$ cat config.mk
export PLATFORM = sky130hd
export DESIGN_NAME = conv3d_window_gen
export DESIGN_NICKNAME = d
export VERILOG_FILES = /design/src/rtl/conv3d_window_gen.sv
export SDC_FILE = /design/constraint.sdc
export NUM_CORES = 2
export LEC_CHECK = 0
export ABC_AREA = 1
export BUFFER_PORTS_ARGS = -buffer_cell sky130_fd_sc_hd__buf_2
export CAP_MARGIN = 20
export CORE_UTILIZATION = 30
export DETAILED_ROUTE_END_ITERATION = 8
export PLACE_DENSITY = 0.54
export SYNTH_ARGS = -nofsm -noshare
export SYNTH_HDL_FRONTEND = slang
export SYNTH_SLANG_ARGS = --single-unit
export TNS_END_PERCENT = 20
$ cat constraint.sdc
create_clock -name clk -period 4 [get_ports clk]
set_clock_uncertainty 0.15 [all_clocks]
set_input_delay 0.2 -clock clk [delete_from_list [all_inputs] [get_ports clk]]
set_output_delay 0.2 -clock clk [all_outputs]
set_load 0.01 [all_outputs]
$ cat src/rtl/conv3d_window_gen.sv
// Purpose : raster-order pixel stream -> KERN_L x KERN_H x KERN_W sliding windows ("valid" convolution, no padding).
// Latency : 1 cycle from the accepting edge of the completing pixel to dout/dout_vld.
// Backpressure: none; one pixel per cycle when din_vld=1, and all state holds when din_vld=0.
//
// Ports:
//   clk, reset_n  clock, asynchronous active-low reset
//   din_vld, sof  pixel valid; start-of-frame (sampled only with din_vld) forces the pixel to (0,0)
//   din           one pixel, all KERN_L channels
//   dout_vld      1-cycle pulse per completed window
//   dout          window, dout[l][h][w]; [l][KERN_H-1][KERN_W-1] is the newest pixel
//   eof           pulses with dout_vld on the last window of a frame
//
// Optional build macro CONV3D_WINDOW_STRIDE2_EN: emit only windows whose top-left
// corner lies on even row/column offsets (stride 2).
module conv3d_window_gen #(
  parameter int DIN_WIDTH = 8,
  parameter int KERN_H    = 3,
  parameter int KERN_W    = 3,
  parameter int KERN_L    = 3,
  parameter int IMG_W     = 32,
  parameter int IMG_H     = 32
) (
  input  logic                                                      clk,
  input  logic                                                      reset_n,
  input  logic                                                      din_vld,
  input  logic                                                      sof,
  input  logic [KERN_L-1:0][DIN_WIDTH-1:0]                          din,
  output logic                                                      dout_vld,
  output logic [KERN_L-1:0][KERN_H-1:0][KERN_W-1:0][DIN_WIDTH-1:0]  dout,
  output logic                                                      eof
);

  localparam int CW = (IMG_W > 1) ? $clog2(IMG_W) : 1;
  localparam int RW = (IMG_H > 1) ? $clog2(IMG_H) : 1;

  localparam logic [CW-1:0] COL_LAST      = CW'(IMG_W - 1);
  localparam logic [RW-1:0] ROW_LAST      = RW'(IMG_H - 1);
  localparam logic [CW-1:0] COL_FIRST_WIN = CW'(KERN_W - 1);
  localparam logic [RW-1:0] ROW_FIRST_WIN = RW'(KERN_H - 1);

  // Position of the completing pixel of the last emitted window in a frame.
`ifdef CONV3D_WINDOW_STRIDE2_EN
  localparam int ROW_EMIT_LAST_I = (KERN_H - 1) + 2 * ((IMG_H - KERN_H) / 2);
  localparam int COL_EMIT_LAST_I = (KERN_W - 1) + 2 * ((IMG_W - KERN_W) / 2);
`else
  localparam int ROW_EMIT_LAST_I = IMG_H - 1;
  localparam int COL_EMIT_LAST_I = IMG_W - 1;
`endif
  localparam logic [RW-1:0] ROW_EMIT_LAST = RW'(ROW_EMIT_LAST_I);
  localparam logic [CW-1:0] COL_EMIT_LAST = CW'(COL_EMIT_LAST_I);

  typedef logic [KERN_L-1:0][DIN_WIDTH-1:0] pix_t;
  typedef logic [KERN_L-1:0][KERN_H-1:0][KERN_W-1:0][DIN_WIDTH-1:0] win_t;

  logic [CW-1:0] col_cnt;
  logic [RW-1:0] row_cnt;
  logic [CW-1:0] pos_col;
  logic [RW-1:0] pos_row;

  // lb[0] holds the oldest row (r-(KERN_H-1)), lb[KERN_H-2] holds row r-1.
  pix_t lb [0:KERN_H-2][0:IMG_W-1];

  logic [KERN_H-1:0][KERN_L-1:0][DIN_WIDTH-1:0] new_col;
  win_t win_q;
  win_t win_d;
  logic win_ok;
  logic at_last;

  // sof relocates the incoming pixel to (0,0) before any address or gating is derived.
  always_comb begin
    pos_col = sof ? '0 : col_cnt;
    pos_row = sof ? '0 : row_cnt;
  end

  // New column: older rows straight out of the line buffers (read-before-write), newest row from din.
  always_comb begin
    new_col = '0;
    for (int h = 0; h < KERN_H - 1; h++) begin
      new_col[h] = lb[h][pos_col];
    end
    new_col[KERN_H-1] = din;
  end

  // Shift the window one column left and append the new column on the right.
  always_comb begin
    win_d = '0;
    for (int l = 0; l < KERN_L; l++) begin
      for (int h = 0; h < KERN_H; h++) begin
        for (int w = 0; w < KERN_W - 1; w++) begin
          win_d[l][h][w] = win_q[l][h][w+1];
        end
        win_d[l][h][KERN_W-1] = new_col[h][l];
      end
    end
  end

  // Column gating also keeps windows from straddling a row boundary.
  always_comb begin
    win_ok = (pos_row >= ROW_FIRST_WIN) && (pos_col >= COL_FIRST_WIN);
`ifdef CONV3D_WINDOW_STRIDE2_EN
    // Offset (pos - first) is even exactly when the LSBs match.
    win_ok = win_ok && (pos_row[0] == ROW_FIRST_WIN[0]) && (pos_col[0] == COL_FIRST_WIN[0]);
`endif
    at_last = (pos_row == ROW_EMIT_LAST) && (pos_col == COL_EMIT_LAST);
  end

  always_ff @(posedge clk or negedge reset_n) begin
    if (!reset_n) begin
      col_cnt  <= '0;
      row_cnt  <= '0;
      win_q    <= '0;
      dout     <= '0;
      dout_vld <= 1'b0;
      eof      <= 1'b0;
    end else if (din_vld) begin
      if (pos_col == COL_LAST) begin
        col_cnt <= '0;
        row_cnt <= (pos_row == ROW_LAST) ? '0 : pos_row + 1'b1;
      end else begin
        col_cnt <= pos_col + 1'b1;
        row_cnt <= pos_row;
      end
      win_q    <= win_d;
      dout_vld <= win_ok;
      eof      <= win_ok && at_last;
      // dout only moves on emitted windows so it stays stable between pulses.
      if (win_ok) begin
        dout <= win_d;
      end
    end else begin
      dout_vld <= 1'b0;
      eof      <= 1'b0;
    end
  end

  // Line buffer storage is intentionally not reset; the first KERN_H-1 rows of a frame are gated.
  always_ff @(posedge clk) begin
    if (din_vld) begin
      for (int k = 0; k < KERN_H - 2; k++) begin
        lb[k][pos_col] <= lb[k+1][pos_col];
      end
      lb[KERN_H-2][pos_col] <= din;
    end
  end

endmodule

Word level (Yosys, flattened, before mapping)
Memories as Yosys holds them, arrays and structs flattened.
Cells that the tools add are included.
Widths: inputs -> output; s select.

word-level totals
  flip-flop bits (word level) = 372
  bits in latches = 0
  bits in writable memories = 1536
  ROM bits = 0
  bits of input ports = 28
  output and inout bits = 218
  logic and storage cells = 81
  memories kept = 1

memories
  name  words  bits a word  rd ports  clocked after memory_dff  write ports  RTL line  RTL
  lb    2      768          2         0                         2            61        pix_t lb [0:KERN_H-2][0:IMG_W-1];

operators by class
  $add $sub $neg = 2
  $mul = 0
  divide/modulo/power cells = 0
  order comparisons = 4
  equal/unequal tests = 2
  shifts and indexed selects = 0
  muxes and demuxes = 17
  bitwise gates (word level) = 1
  reduce and logical (&&, ||, !) cells = 5

operator list
  cell                 count
  $mux 768             1
  $bmux 24 s5          2
  $demux 24 s5         1
  $mux 24              5
  $mux 5               5
  $add 5x1->5 const B  2
  $eq 5x5->1 const B   2
  $ge 5x2->1 const B   2
  $ge 6x6->1 const B   1
  $lt 6x1->1 const B   1
  $not 5->6            1
  $logic_and 1x1->1    4
  $mux 1               3
  $reduce_and 2->1     1

Depth between registers and ports, before layout
  word-level depth = 7
  depth in mapped cells = 17
  gate-level depth less buffers = 14

Worst setup path before layout
OpenSTA, ideal clock, no wires.

  kind = input -> register
  from = input sof
  to = memory lb[0][1152] (netlist name) (enable)
  library setup time = 0.454 ns
  arrival = 3.454 ns
  data required time = 3.396 ns
  setup slack = -0.058 ns
  cell stages on the path = 8
  cell sequence = buf_4 nor2_4 buf_2 buf_2 buf_2 ha_1 nand2_1 nor2_1

RTL lines
  element          RTL line  RTL
  start, declared  26        input logic sof,
  end, declared    61

Worst setup path in the final report
  from = register col_cnt[1]
  to = register dout[89] (netlist name)

between the ends
  longest elaborated chain between the ends = 5
  elaborated cells between the ends (all ways) = 8
  classes of those cells = 1 x order compare; 4 x mux; 1 x bitwise; 2 x reduce/logical

ends and longest elaborated chain
  element                                     RTL line  RTL
  start, declared                             55        logic [CW-1:0] col_cnt;
  start signal, assigned                      120       col_cnt <= pos_col + 1'b1;
  $mux 5 *                                    71        pos_col = sof ? '0 : col_cnt;
  $not 5->6 (not written as such)             79        new_col[h] = lb[h][pos_col];
  $bmux 24 s5                                 79
  $mux 24 (not written as such) (2 in a row)  79
  end signal, assigned                        128       dout <= win_d;
  end, declared                               29        output logic [KERN_L-1:0][KERN_H-1:0][KERN_W-1:0][DIN_WIDTH-1:0] dout,

Every way passes the cells marked *; elsewhere a longest branch is shown, timed or not. The select of a mux whose other input is x is not followed.
A chain may end at the register's enable or synchronous reset.

==> results.md <==
- Worst-Skew Late Latency: 850 ps
- WL/cell: 22.8 um
- Area Overhead vs Synth: 16.8%
- Max-Cap Viols: 0
- Final worst-path cycle share: 0.834
- Worst Hold Depth: 4
- Number of CTS-inserted buffers: 184
- Starting density of the core: 0.302
- Gate Count Post-Synth: 6,696
- Final GP Congestion: 0.803
- CTS tree: yes
- Num ports: about 250
- Yosys reg bits: 1,908
- Worst hold path class: primary input to register
- Initial antenna violation count: 11
- Cts hold-fix bufs: 30
- CP Max Fanout: 63
- Sequential-to-total area share from yosys stat: 0.739
- Fillers: approximately 25,000
- Clock-pin slew on the worst setup and hold paths: approximately 70 ps
- Setup CP Type: register to register
- Status: completed
- Synth top area share: 0.615
- Vias: 51,200
- First-pass GRT wire length: 344 mm
- Sequential cell area: 0.0554 sq mm
- Commonest non-fill, non-tap cells in the layout: nand2_1, edfxtp_1, nor2_1
- VDD IR-drop max: 0.437 mV
- Chip height: ~500 um
- Grt ovf: 0
- Layout cell share with drive strength beyond 1: 0.107
- DRC viols: 0
- Post-route minimum period: 3340 ps
- IO Port Bufs: 245
- FF-to-FF path depth: 7
- Synth area leaders: edfxtp_1, dfrtp_1, nand2_1
- Crit path buf inv count: 2
- Vias in the first global route: 48,900
- Slew headroom: 0.322
- Syn Nets: 6,727
- Number of setup buffers added after CTS: 0
- Iter 0 DRT Violations: approximately 5,700
- Area of the multi-input gates: 0.0177 sq mm
- Die ar.: 0.252 sq mm
- Finished Layout Cells: ~10,000
- Slowest stage cell, crit path: inv_4
- CTS resizes: 0
- CP Launch Type: register
- Yosys Warn Count: 0
- Worst reg2reg endpoint: dout[89]$_DFFE_PN0P_
- CP Data Arrival Time: 3960 ps
- CTS sink count: 1,908
- Worst Max-Slew Pin Slew: 1020 ps
- DP Cell Count: 10,100
- Drt first pass iters: 5
- HPWL after DPL: 130 mm
- Crit path max-delay family: simple AND/OR/NAND/NOR gates
- ANT nets after route: 0
- Final setup violation count: 0
- Layout Nets: roughly 7,000
- Max Fclk: 300 MHz
- Delay of the slowest cell on the worst path: 710 ps
- Die width: 502 um
- WL final: 239 mm
- Area leader, netlist: edfxtp_1
- Clock Tree Buf Depth: 3
- Pwr dens: 539 mW/mm^2
- Routed vias/inst: ~4.9
- Reg-to-reg slack, setup: 660 ps
- Worst setup EP type: register
- Most common cell after layout, fill and taps aside: nand2_1
- Endpoint, Worst Hold: win_d[199]$_DFFE_PN0P_
- WHS: roughly 220 ps
- Most used cell, CP: nand2_1
- WP data required: 4620 ps
- Mapped Area: 0.0750 sq mm
- Tot GR Track Use: 0.187
- Std-Cell Rows: 183
- RSZ-0062 raised after global routing: false
- CP Cell Sequence: nand2_8 -> nand2_1 -> nand3_4 -> inv_4 -> buf_4 -> nand2_1 -> nand2_1
- Reg-to-Reg Start: col_cnt[1]$_DFFE_PN0P_
- Leak: 34.5 nW
- Depth of the CTS H-tree: 4
- Final hold violations: 0
- HP Start: din_vld
- Syn_area_per_cell: between 10 and 15 sq um
- CTS Root Cell: clkbuf_16
- Slew Limit Fails: 0
- Pin count of the biggest net entering global routing: between 100 and 150
- Netlist cell types: 26
- Core area: 0.249 sq mm
-- how the worst max path moves through the flow --
stage | depth (start not counted) | slack (ps) | to | start
2_1_floorplan | 8 | -60 | lb[0][1152]$_DFFE_PP_ | sof
4_1_cts | 7 | 720 | dout[89]$_DFFE_PN0P_ | col_cnt[1]$_DFFE_PN0P_
3_5_place_dp | 11 | 640 | dout[89]$_DFFE_PN0P_ | sof
5_1_grt | 13 | 530 | row_cnt[2]$_DFFE_PN0P_ | col_cnt[2]$_DFFE_PN0P_
6_report | 7 | 660 | dout[89]$_DFFE_PN0P_ | col_cnt[1]$_DFFE_PN0P_
3_3_place_gp | 11 | 640 | dout[89]$_DFFE_PN0P_ | sof
-- sequential cells by signal, summed over array words and instances, names as in the netlist --
name,count
lb,1536
dout,216
win_d,144
col_cnt,5
row_cnt,5
dout_vld,1
eof,1
-- synthesized netlist by cell type, drive strengths merged --
cell and instances:
nand4 37, inv 159, buf 199, a21oi 15
nor4 1, o22ai 3, a31oi 1, clkbuf 164
o21ai 555, dfrtp 372, nor3 1, nand2 2369
nand3 389, o211ai 1, ha 3, nor2 890
edfxtp 1536, o32ai 1
-- kinds of logic (layout without fill, tap and decap cells) --
kind of cell	Yosys count	after routing	share of synthesized area
other cells	0	4	0
flops	1908	1908	0.739
simple gates	3687	3687	0.193
fa+ha+maj	3	3	0.000500
compound gates	576	576	0.0386
buf+inv	522	973	0.0293
-- area by class of cell --
| type | count | share of cell area |
|---|---|---|
| well taps | 3330 | 0.0475 |
| flip-flops and latches | 1908 | 0.632 |
| clock buffers | 242 | 0.0566 |
| repair buffers | 465 | 0.0422 |
| clock inverters | 107 | 0.0117 |
| diodes | 4 | 0.000114 |
| inverters | 159 | 0.00695 |
| multi-input cells | 4266 | 0.202 |
-- report_power, final --
part           internal, mW  leakage [nW]  switching (mW)
Combinational          1.71          12.9            4.41
Clock                  9.61          2.94            7.84
Sequential             23.0          18.6           0.639
Total                  34.4          34.5            12.9
-- stage by stage --
stage               setup slack (ps)  area (sq um)  setup TNS (ps)  power, mW  utilization
CTS                              716         87700               0       47.5        0.352
global placement                 642         81300               0       30.1        0.327
floorplan                      -57.9         75000          -22190       26.9            -
detailed placement               643         81300               0       30.2        0.327
finish                           663         87700               0       47.2        0.353
global route                     532         87700               0       48.9        0.353
-- worst min-delay path, delay by kind of cell --
| family | cells | cell delay (ps) |
|---|---|---|
| buffers and inverters | 2 | 780 |
| AND/OR/NAND/NOR | 1 | 100 |
| AO/OA/AOI/OAI | 1 | 70 |
-- metal layers --
layer  global-route usage  up-vias  share of wire
met4               0.0507        4          0.025
met5                    0        -        0.00010
met3               0.0371      341          0.078
met2                0.292     2016           0.46
met1                0.263    25800           0.44
li1                     -    23000              -
Power figures use the tool's default switching activity.
